### config.mk
export PLATFORM = sky130hd
export DESIGN_NAME = edge_event_arbiter
export DESIGN_NICKNAME = d
export VERILOG_FILES = /design/src/rtl/edge_event_arbiter.sv
export SDC_FILE = /design/constraint.sdc
export NUM_CORES = 1
export LEC_CHECK = 0
export ABC_AREA = 1
export CORE_MARGIN = 2
export CORE_UTILIZATION = 41
export DETAILED_ROUTE_END_ITERATION = 7
export DONT_BUFFER_PORTS = 1
export PLACE_DENSITY = 0.55
export SLEW_MARGIN = 20
export SYNTH_ARGS = -nofsm -noshare
export SYNTH_HDL_FRONTEND = slang
export SYNTH_SLANG_ARGS = --single-unit
### constraint.sdc
create_clock -name clk -period 2.8 [get_ports clk]
set_input_delay 0.28 -clock clk [delete_from_list [all_inputs] [get_ports clk]]
set_output_delay 0.28 -clock clk [all_outputs]
set_load 0.1 [all_outputs]
### src/rtl/edge_event_arbiter.sv
// Rising-edge detector with per-channel saturating counters and a round-robin valid/ready event port.
// Optional sticky overflow flags (ovf_o / ovf_clr_i) are built when EDGE_ARB_OVERFLOW_EN is defined.
module edge_event_arbiter #(
  parameter int NUM_CH = 4,
  parameter int CNT_W  = 3,
  localparam int CH_W  = (NUM_CH > 1) ? $clog2(NUM_CH) : 1
) (
  input  logic              clk,
  input  logic              reset,
  input  logic [NUM_CH-1:0] a_i,
  output logic              evt_valid_o,
  input  logic              evt_ready_i,
  output logic [CH_W-1:0]   evt_ch_o,
  output logic [NUM_CH-1:0] pending_o
`ifdef EDGE_ARB_OVERFLOW_EN
  ,
  output logic [NUM_CH-1:0] ovf_o,
  input  logic [NUM_CH-1:0] ovf_clr_i
`endif
);

  localparam logic [CNT_W-1:0] CNT_MAX = '1;

  logic [NUM_CH-1:0] a_ff;
  logic [NUM_CH-1:0] rise;
  logic [NUM_CH-1:0] pop;
  logic [CNT_W-1:0]  cnt [NUM_CH];
  logic [CH_W-1:0]   last;
  logic [CH_W-1:0]   gnt_ch;
  logic [CH_W-1:0]   idx;
  logic              gnt_found;
  logic              load;

  // Saturating count update: a coincident rise and pop cancel, so a full counter
  // that is popped while an edge arrives keeps that edge.
  function automatic logic [CNT_W-1:0] cnt_next(input logic [CNT_W-1:0] cur,
                                                input logic r,
                                                input logic p);
    if (r && !p)
      return (cur == CNT_MAX) ? cur : cur + 1'b1;
    else if (!r && p)
      return cur - 1'b1;
    return cur;
  endfunction

  assign rise = a_i & ~a_ff;
  assign load = ~evt_valid_o | evt_ready_i;

  always_comb begin
    gnt_found = 1'b0;
    gnt_ch    = last;
    idx       = '0;
    for (int k = 1; k <= NUM_CH; k++) begin
      idx = CH_W'((int'(last) + k) % NUM_CH);
      if (!gnt_found && cnt[idx] != '0) begin
        gnt_found = 1'b1;
        gnt_ch    = idx;
      end
    end
  end

  always_comb begin
    pop = '0;
    if (load && gnt_found)
      pop[gnt_ch] = 1'b1;
  end

  always_comb begin
    for (int c = 0; c < NUM_CH; c++)
      pending_o[c] = (cnt[c] != '0);
  end

  // Stage: input history and per-channel counters
  always_ff @(posedge clk or posedge reset) begin
    if (reset) begin
      a_ff <= '0;
      for (int c = 0; c < NUM_CH; c++)
        cnt[c] <= '0;
    end else begin
      a_ff <= a_i;
      for (int c = 0; c < NUM_CH; c++)
        cnt[c] <= cnt_next(cnt[c], rise[c], pop[c]);
    end
  end

  // Stage: presented event register and round-robin pointer
  always_ff @(posedge clk or posedge reset) begin
    if (reset) begin
      evt_valid_o <= 1'b0;
      evt_ch_o    <= '0;
      last        <= CH_W'(NUM_CH - 1);
    end else if (load) begin
      if (gnt_found) begin
        evt_valid_o <= 1'b1;
        evt_ch_o    <= gnt_ch;
        last        <= gnt_ch;
      end else begin
        evt_valid_o <= 1'b0;
      end
    end
  end

`ifdef EDGE_ARB_OVERFLOW_EN
  logic [NUM_CH-1:0] cnt_full;
  logic [NUM_CH-1:0] drop;

  always_comb begin
    for (int c = 0; c < NUM_CH; c++)
      cnt_full[c] = (cnt[c] == CNT_MAX);
  end

  assign drop = rise & ~pop & cnt_full;

  // Stage: sticky overflow flags, a new drop outranks a clear
  always_ff @(posedge clk or posedge reset) begin
    if (reset)
      ovf_o <= '0;
    else
      ovf_o <= (ovf_o & ~ovf_clr_i) | drop;
  end
`endif

endmodule

==> After elaboration in Yosys (flattened, before gate mapping) <==
Index checks and enable logic that the tools add are counted.
{ "word_totals": {"regBits": 21, "inputBits": 7, "out_inout_bits": 7, "word_cells": 123} }
{ "classes": {"add_sub_neg": 12, "magnitude_cmp": 6, "eq_ne": 8, "muxes": 44, "n_bitwise": 8, "n_reduce_logical": 37} }
{ "op_table": {"columns": ["op", "count"], "rows": [
  ["$mux W3", 20],
  ["$bmux W3 S2", 4],
  ["$reduce_bool A3 Y1", 8],
  ["$mux W1", 14],
  ["$logic_and A1 B1 Y1", 13],
  ["$add A3 B1 Y3 const B", 4],
  ["$eq A3 B3 Y1 const B", 4],
  ["$ge A3 B3 Y1 const B", 4],
  ["$not A2 Y3", 4],
  ["$sub A3 B1 Y3 const B", 4],
  ["$logic_not A1 Y1", 11],
  ["$reduce_and A2 Y1", 5],
  ["$mux W2", 4],
  ["$ne A2 B2 Y1 const B", 4],
  ["$add A2 B1 Y2 const B", 2],
  ["$add A2 B2 Y2 const B", 2],
  ["$and A4 B4 Y4", 1],
  ["$mux W4", 1],
  ["$not A4 Y4", 1],
  ["$lt A2 B3 Y1 const B", 1],
  ["$demux W1 S2", 1],
  ["$ge A2 B1 Y1 const B", 1],
  ["$not A1 Y1", 1],
  ["$or A1 B1 Y1", 1]
]} }

==> Depth between registers and ports, before layout <==
Gate-level depths: netlist (run 1).
{ "depth": {"word_depth": 25, "ltp_mapped": 22, "mapped_depth_nobuf": 21} }

==> Worst setup path before layout (run 1) <==
OpenSTA, ideal clock, no wires.
{ "synth_path": {"path_kind": "register to register", "startpoint": "register last[0]", "endpoint": "register cnt[2] in the netlist's numbering", "setup_ns": 0.117, "arrival_ns": 2.261, "setup_slack_ns": 0.422, "stages_incl_launch_ff": 19, "cell_sequence": "dfstp_2 inv_2 buf_6 nand2_1 nand2_1 nor2_2 nand2_1 nand2_2 nand2_4 nand3_1 nand2_1 nand2_2 nand2_4 nand2_2 nand2_1 fa_1 nand3b_1 nand4_1 nand2_1"} }
{ "synth_between": {"elab_chain_cells": 25} }
{ "synth_rtl": {"columns": ["element", "line", "text"], "rows": [
  ["start: declaration", "28", "logic [CH_W-1:0] last;"],
  ["start signal: assignment", "91", "last <= CH_W'(NUM_CH - 1);"],
  ["start signal: assignment", "96", "last <= gnt_ch;"],
  ["$add A2 B1 Y2", "54", "idx = CH_W'((int'(last) + k) % NUM_CH);"],
  ["$not A2 Y3 (not written as such)", "55", "if (!gnt_found && cnt[idx] != '0) begin"],
  ["$bmux W3 S2", "55", null],
  ["$mux W3 (not written as such) (2 in a row)", "55", null],
  ["$reduce_bool A3 Y1", "55", null],
  ["$mux W1", "55", null],
  ["$logic_not A1 Y1", "55", null],
  ["$logic_and A1 B1 Y1", "55", null],
  ["[8 not listed]", null, null],
  ["$logic_and A1 B1 Y1 (not written as such)", "65", "pop[gnt_ch] = 1'b1;"],
  ["$mux W1 (not written as such)", "65", null],
  ["$demux W1 S2", "65", null],
  ["$mux W4 (*)", "64", "if (load && gnt_found)"],
  ["$logic_not A1 Y1 or $logic_and A1 B1 Y1 (tied branches)", "39, 41", null],
  ["$logic_and A1 B1 Y1 or $mux W1 (tied branches)", "39, 41", null],
  ["$ne A2 B2 Y1 (no source line) or $mux W1 (tied branches)", null, null],
  ["$reduce_and A2 Y1 (no source line)", null, null],
  ["end signal: indexed assignment", "82", "cnt[c] <= cnt_next(cnt[c], rise[c], pop[c]);"],
  ["end: declaration", "27", "logic [CNT_W-1:0] cnt [NUM_CH];"]
]} }
Every way passes the cells marked *; elsewhere a longest branch is shown, timed or not. The select of a mux whose other input is x is not followed.
A chain may end at the register's enable or synchronous reset.

==> Worst setup path after layout (run 1) <==
Ends and elaborated chain as after synthesis.

==> flow_summary.json, run 1 <==
{
  "die_x_um": 64.6,
  "start_util_pct": 41.7,
  "r2r-end": "cnt[2]",
  "grt_start_max_net_pins": 22,
  "hp-class": "in -> reg",
  "synth_area_leaders": "dfrtp_1 32%, nand2_1 24%, nand3_1 6.7%",
  "clock_path_buffers": 2,
  "vias": 1307,
  "syn_avg_cell_area_um2": 6.94,
  "syn-num-nets": 228,
  "routed_wl_um": 3100,
  "insertion_delay_ps": 260,
  "drc": 0,
  "cpMaxStageDelayCell": "dfstp_2",
  "io_buffer_count": 0,
  "post_drt_wl_per_cell_um": 11.4,
  "status": "finished, final reports clean",
  "arrival_ps": 2740,
  "rsz0062_at_grt": "yes",
  "max_cap_viol_count": 0,
  "finalCriticalPeriod_ps": 2580,
  "cts_tree": "yes",
  "hpwl_um": 2430,
  "die_y_um": 64.6,
  "clock-root-buffer": "clkbuf_8",
  "htreeDepth": 1,
  "required_ps": 2960,
  "clkTransAtPathRegs_ps": 80,
  "clkSinkCount": 21,
  "cp-start-kind": "flop",
  "final_max_slew_viol_count": 0,
  "crit_path_frequent_cell": "nand2_1",
  "grt_pass1_wl_um": 5290,
  "gp_congestion": 0.926,
  "fin_cells": 272,
  "clock.fmax_ghz": 0.388,
  "synthCells": 217,
  "crit_type": "reg -> reg",
  "crit_chain": "buf_6 > nand2_1 > nand2_1 > nor2_1 > nand2_1 > nand2_2 > nand2_4 > nand2_1 > nand2_1 > nand2_1 > nand2_2 > nand2_4 > nand2_2 > nand2_1 > fa_2 > nand3b_1 > nand4_1 > nand2_1",
  "layout-drive-gt1-share_pct": 17.9,
  "ff2ff_path_depth": 18,
  "design.die.area_um2": 4170,
  "antenna_found_initial": 0,
  "r2r_start": "last[0]",
  "async_flop_share_pct": 100,
  "cp-end-kind": "flop",
  "core_um2": 3610,
  "final_nets": 236,
  "tns_ps": 0,
  "overflow": 0,
  "maxSlewHeadroom_pct": 39.2,
  "max_stage_delay_ps": 620,
  "cts_buffers": 3,
  "setup.worst_path.start": "last[0]",
  "period_share_pct": 92.1,
  "setup_viol": 0,
  "hold_start": "a_i[2]",
  "drt_iter0_drc": 56,
  "pin_count": 14,
  "worstPathMaxFanout": 8,
  "synthToLayoutAreaGrowth_pct": 9.56,
  "synth_top_area_share_pct": 31.6,
  "final_cell_mix": "97 x nand2_1, 20 x nand3_1, 19 x dfrtp_1",
  "row_count": 22,
  "synth_edf_count": 0,
  "worst_pin_slew_ps": 909,
  "crit_path_end": "cnt[2]",
  "n_antenna_cell": 0,
  "clock_skew_ps": 1.19,
  "antenna_left": 0,
  "synth_cell_types": 22,
  "first_global_vias": 1237,
  "ys_seq_area_share_pct": 35.1,
  "synthesis.area_um2": 1510,
  "yosys.area.top_type": "dfrtp_1",
  "hold_violations": 0,
  "reg2reg_slack_ps": 220,
  "place_inst": 265,
  "track_usage_pct": 16.5,
  "synthFlopType": "dfrtp_1",
  "ys_ff_latch": 21,
  "viasPerCell": 4.81,
  "yosysWarnings": 0,
  "final_common_cell": "nand2_1",
  "firstDrtPassIters": 4
}
==> Yosys cell counts, types with 2 or more instances <==
cell	n
nand3_2	3
nand4_1	2
dfrtp_1	19
nor2_1	18
inv_1	18
dfstp_2	2
nor2_2	3
nand2_1	97
inv_2	2
o21ai_0	2
xor2_1	3
nand3b_1	4
fa_1	4
nand2_2	12
nand3_1	20
nand2_4	2
==> flip-flops by register name (all words and copies together) (netlist names) <==
name	cells
evt_valid_o	1
last	2
cnt	12
evt_ch_o	2
a_ff	4
==> final cells by class <==
class	count	area (um^2)
clock buffer	3	41.3
clock inverter	1	5.00
fill	372	1960
inverter	20	80.1
multi-input combinational	174	893
sequential	21	528
tap	48	60.1
timing repair buffer	5	41.3
==> cells by family after synthesis <==
group,count (synthesis),synth area share (%)
flops,21,35.1
compound gates,4,2.33
xor+xnor,3,1.75
simple gates,163,49.5
fa+ha+maj,4,5.32
buf+inv,22,6.07
==> how the worst min path moves through the flow <==
stage / to / cells past startpoint
final: a_ff[2] / 0
after global routing: a_ff[2] / 0
after CTS: a_ff[0] / 0
after detailed placement: a_ff[1] / 0
after global placement: a_ff[3] / 0
after floorplan: a_ff[0] / 1
==> worst max-delay path, delay by kind of cell (launching register included) <==
kind,cells,cell delay (ps)
fa+ha+maj,1,340
buf+inv,1,150
flops,1,620
simple gates,16,1350
==> timing repair <==
action	4_1_cts	5_1_grt
hold buffers	0	0
setup buffers	0	3
resized for setup	0	7
setup endpoints to repair	0	5
==> metal layers <==
layer  wire [um]  vias up  global-route usage, %  part of all wire, %
met3          46        4                   2.08                  1.5
li1            -      684                      -                    -
met4          38        0                   5.85                  1.2
met2        1570       13                   28.5                   51
met5           0        -                      0                    0
met1        1440      606                   21.1                   47
==> per-stage QoR <==
step	setup WS [ps]	hold slack, ps	instance area [um^2]	util (%)
after floorplan	422	255	1510	-
after global placement	230	312	1560	43.4
after detailed placement	187	312	1560	43.4
after CTS	162	26.9	1610	44.7
after global routing	-44.2	18.9	1650	45.7
final	222	38.3	1650	45.7
Power of run 1 is left out: the tool's default activity adds up to more than one toggle a clock period on the data nets, which glitch-free logic cannot reach.
==> inputs of run 2 (changes only) <==
==> constraint.sdc (replaced) <==
create_clock -name clk -period 2.8 [get_ports clk]
set_input_delay 0.14 -clock clk [delete_from_list [all_inputs] [get_ports clk]]
set_output_delay 0.14 -clock clk [all_outputs]
set_load 0.1 [all_outputs]
==> run 2 against run 1 <==
Cell area rose by 3.0%; fmax is 0.25% higher; die area unchanged.
==> flow_summary.json, run 2 (synthesized netlist as in run 1, its figures left out) <==
{
  "status": "finished, final reports clean",
  "drt_iter0_drc": 47,
  "final_nets": 241,
  "grt_start_max_net_pins": 22,
  "insertion_delay_ps": 260,
  "clock_skew_ps": 1.61,
  "crit_chain": "inv_6 > nand2_1 > nand2_1 > nor2_2 > nand2_1 > nand2_2 > nand2_4 > nand2_1 > nand2_1 > nand2_1 > nand2_2 > nand2_4 > inv_2 > nand2_2 > nand2_1 > fa_2 > inv_1 > nand2_1 > nand3_1 > nand2_1",
  "top_regs": "cnt x12, a_ff x4",
  "fin_area_um2": 1700,
  "place_inst": 265,
  "cp-start-kind": "flop",
  "postPlaceCellArea_um2": 1560,
  "largest_reg_flops": 12,
  "final_max_slew_viol_count": 0,
  "tns_ps": 0,
  "drc": 0,
  "n_antenna_cell": 0,
  "track_usage_pct": 16.6,
  "synthToLayoutAreaGrowth_pct": 12.9,
  "grt_pass1_wl_um": 5330,
  "design.die.area_um2": 4170,
  "htreeDepth": 1,
  "fill_cells": 367,
  "worstPathMaxFanout": 15,
  "cpMaxStageDelayCell": "dfstp_2",
  "final_common_cell": "nand2_1",
  "die_x_um": 64.6,
  "clock_path_buffers": 2,
  "regMostFlops": "cnt",
  "firstDrtPassIters": 4,
  "setup_viol": 0,
  "antenna_found_initial": 0,
  "clock-root-buffer": "clkbuf_8",
  "routed_wl_um": 3110,
  "antenna_left": 0,
  "layout-drive-gt1-share_pct": 17.5,
  "viasPerCell": 4.78,
  "maxSlewHeadroom_pct": 39.2,
  "finalCriticalPeriod_ps": 2570,
  "worst_pin_slew_ps": 909,
  "final_cell_mix": "97 x nand2_1, 20 x nand3_1, 19 x dfrtp_1",
  "cts_tree": "yes",
  "io_buffer_count": 0,
  "cp-end-kind": "flop",
  "start_util_pct": 41.7,
  "max_stage_delay_ps": 620,
  "multi_input_area_um2": 893,
  "first_global_vias": 1258,
  "post_drt_wl_per_cell_um": 11.2,
  "period_share_pct": 91.8,
  "cts_buffers": 3,
  "clkSinkCount": 21,
  "hpwl_um": 2430,
  "die_y_um": 64.6,
  "core_um2": 3610,
  "clock.fmax_ghz": 0.389,
  "register_area_um2": 528,
  "max_cap_viol_count": 0,
  "crit_type": "reg -> reg",
  "required_ps": 2960,
  "arrival_ps": 2730,
  "vias": 1325,
  "hp-class": "in -> reg",
  "rsz0062_at_grt": "yes",
  "gp_congestion": 0.926,
  "overflow": 0,
  "hold_violations": 0,
  "fin_cells": 277,
  "pin_count": 14,
  "crit_path_frequent_cell": "nand2_1",
  "clkTransAtPathRegs_ps": 80,
  "row_count": 22
}
==> run 2: changes by cell type in the layout (fill, tap and decap cells not counted) <==
cell,delta
dlygate4sd3_1,+5
==> run 2: cell type report <==
type,count,area share [%]
Sequential cell,21,31.1
Multi-Input combinational cell,174,52.6
Inverter,20,4.71
Clock inverter,1,0.295
Tap cell,48,3.53
Timing Repair Buffer,10,5.38
Clock buffer,3,2.43
==> run 2: metrics by stage <==
step	hold WS [ps]	utilization, %	setup slack (ps)
2_1_floorplan	115	-	422
3_3_place_gp	172	43.4	230
3_5_place_dp	172	43.4	187
4_1_cts	81.9	46.0	162
5_1_grt	98.3	47.1	-44.2
6_report	89.7	47.1	229
==> run 2: worst paths after layout <==
| check | from | endpoint | slack, ps | depth (start not counted) |
|---|---|---|---|---|
| worst max-delay path | last[0] | cnt[11] | 230 | 20 |
| worst min-delay path | evt_ready_i | evt_valid_o | 90 | 3 |
| max in group asynchronous | reset | cnt[11] | 1830 | 2 |
| worst max register to register | last[0] | cnt[11] | 230 | 20 |
| worst min register to register | cnt[2] | cnt[2] | 550 | 2 |
| min in group asynchronous | reset | cnt[5] | 470 | 2 |
==> run 2: metal layers <==
layer,GRT usage [%],up-vias,part of all wire (%)
met3,2.08,4,1.3
met1,21.1,616,47
met5,0,-,0
li1,-,694,-
met2,28.9,11,51
met4,5.85,0,1.2
==> run 2: what timing repair did <==
item                                    4_1_cts  5_1_grt
resized for setup                             0        7
hold endpoints to repair                     23        0
endpoints found under the setup margin        0        4
setup buffers                                 0        3
hold buffers                                  5        0
==> run 2: worst max-delay path: cells and delay by family (launching register included) <==
| family | cells | cell delay (ps) |
|---|---|---|
| flops | 1 | 620 |
| fa+ha+maj | 1 | 350 |
| simple gates | 16 | 1290 |
| buf+inv | 3 | 230 |
Power of run 2 is left out for the same reason.
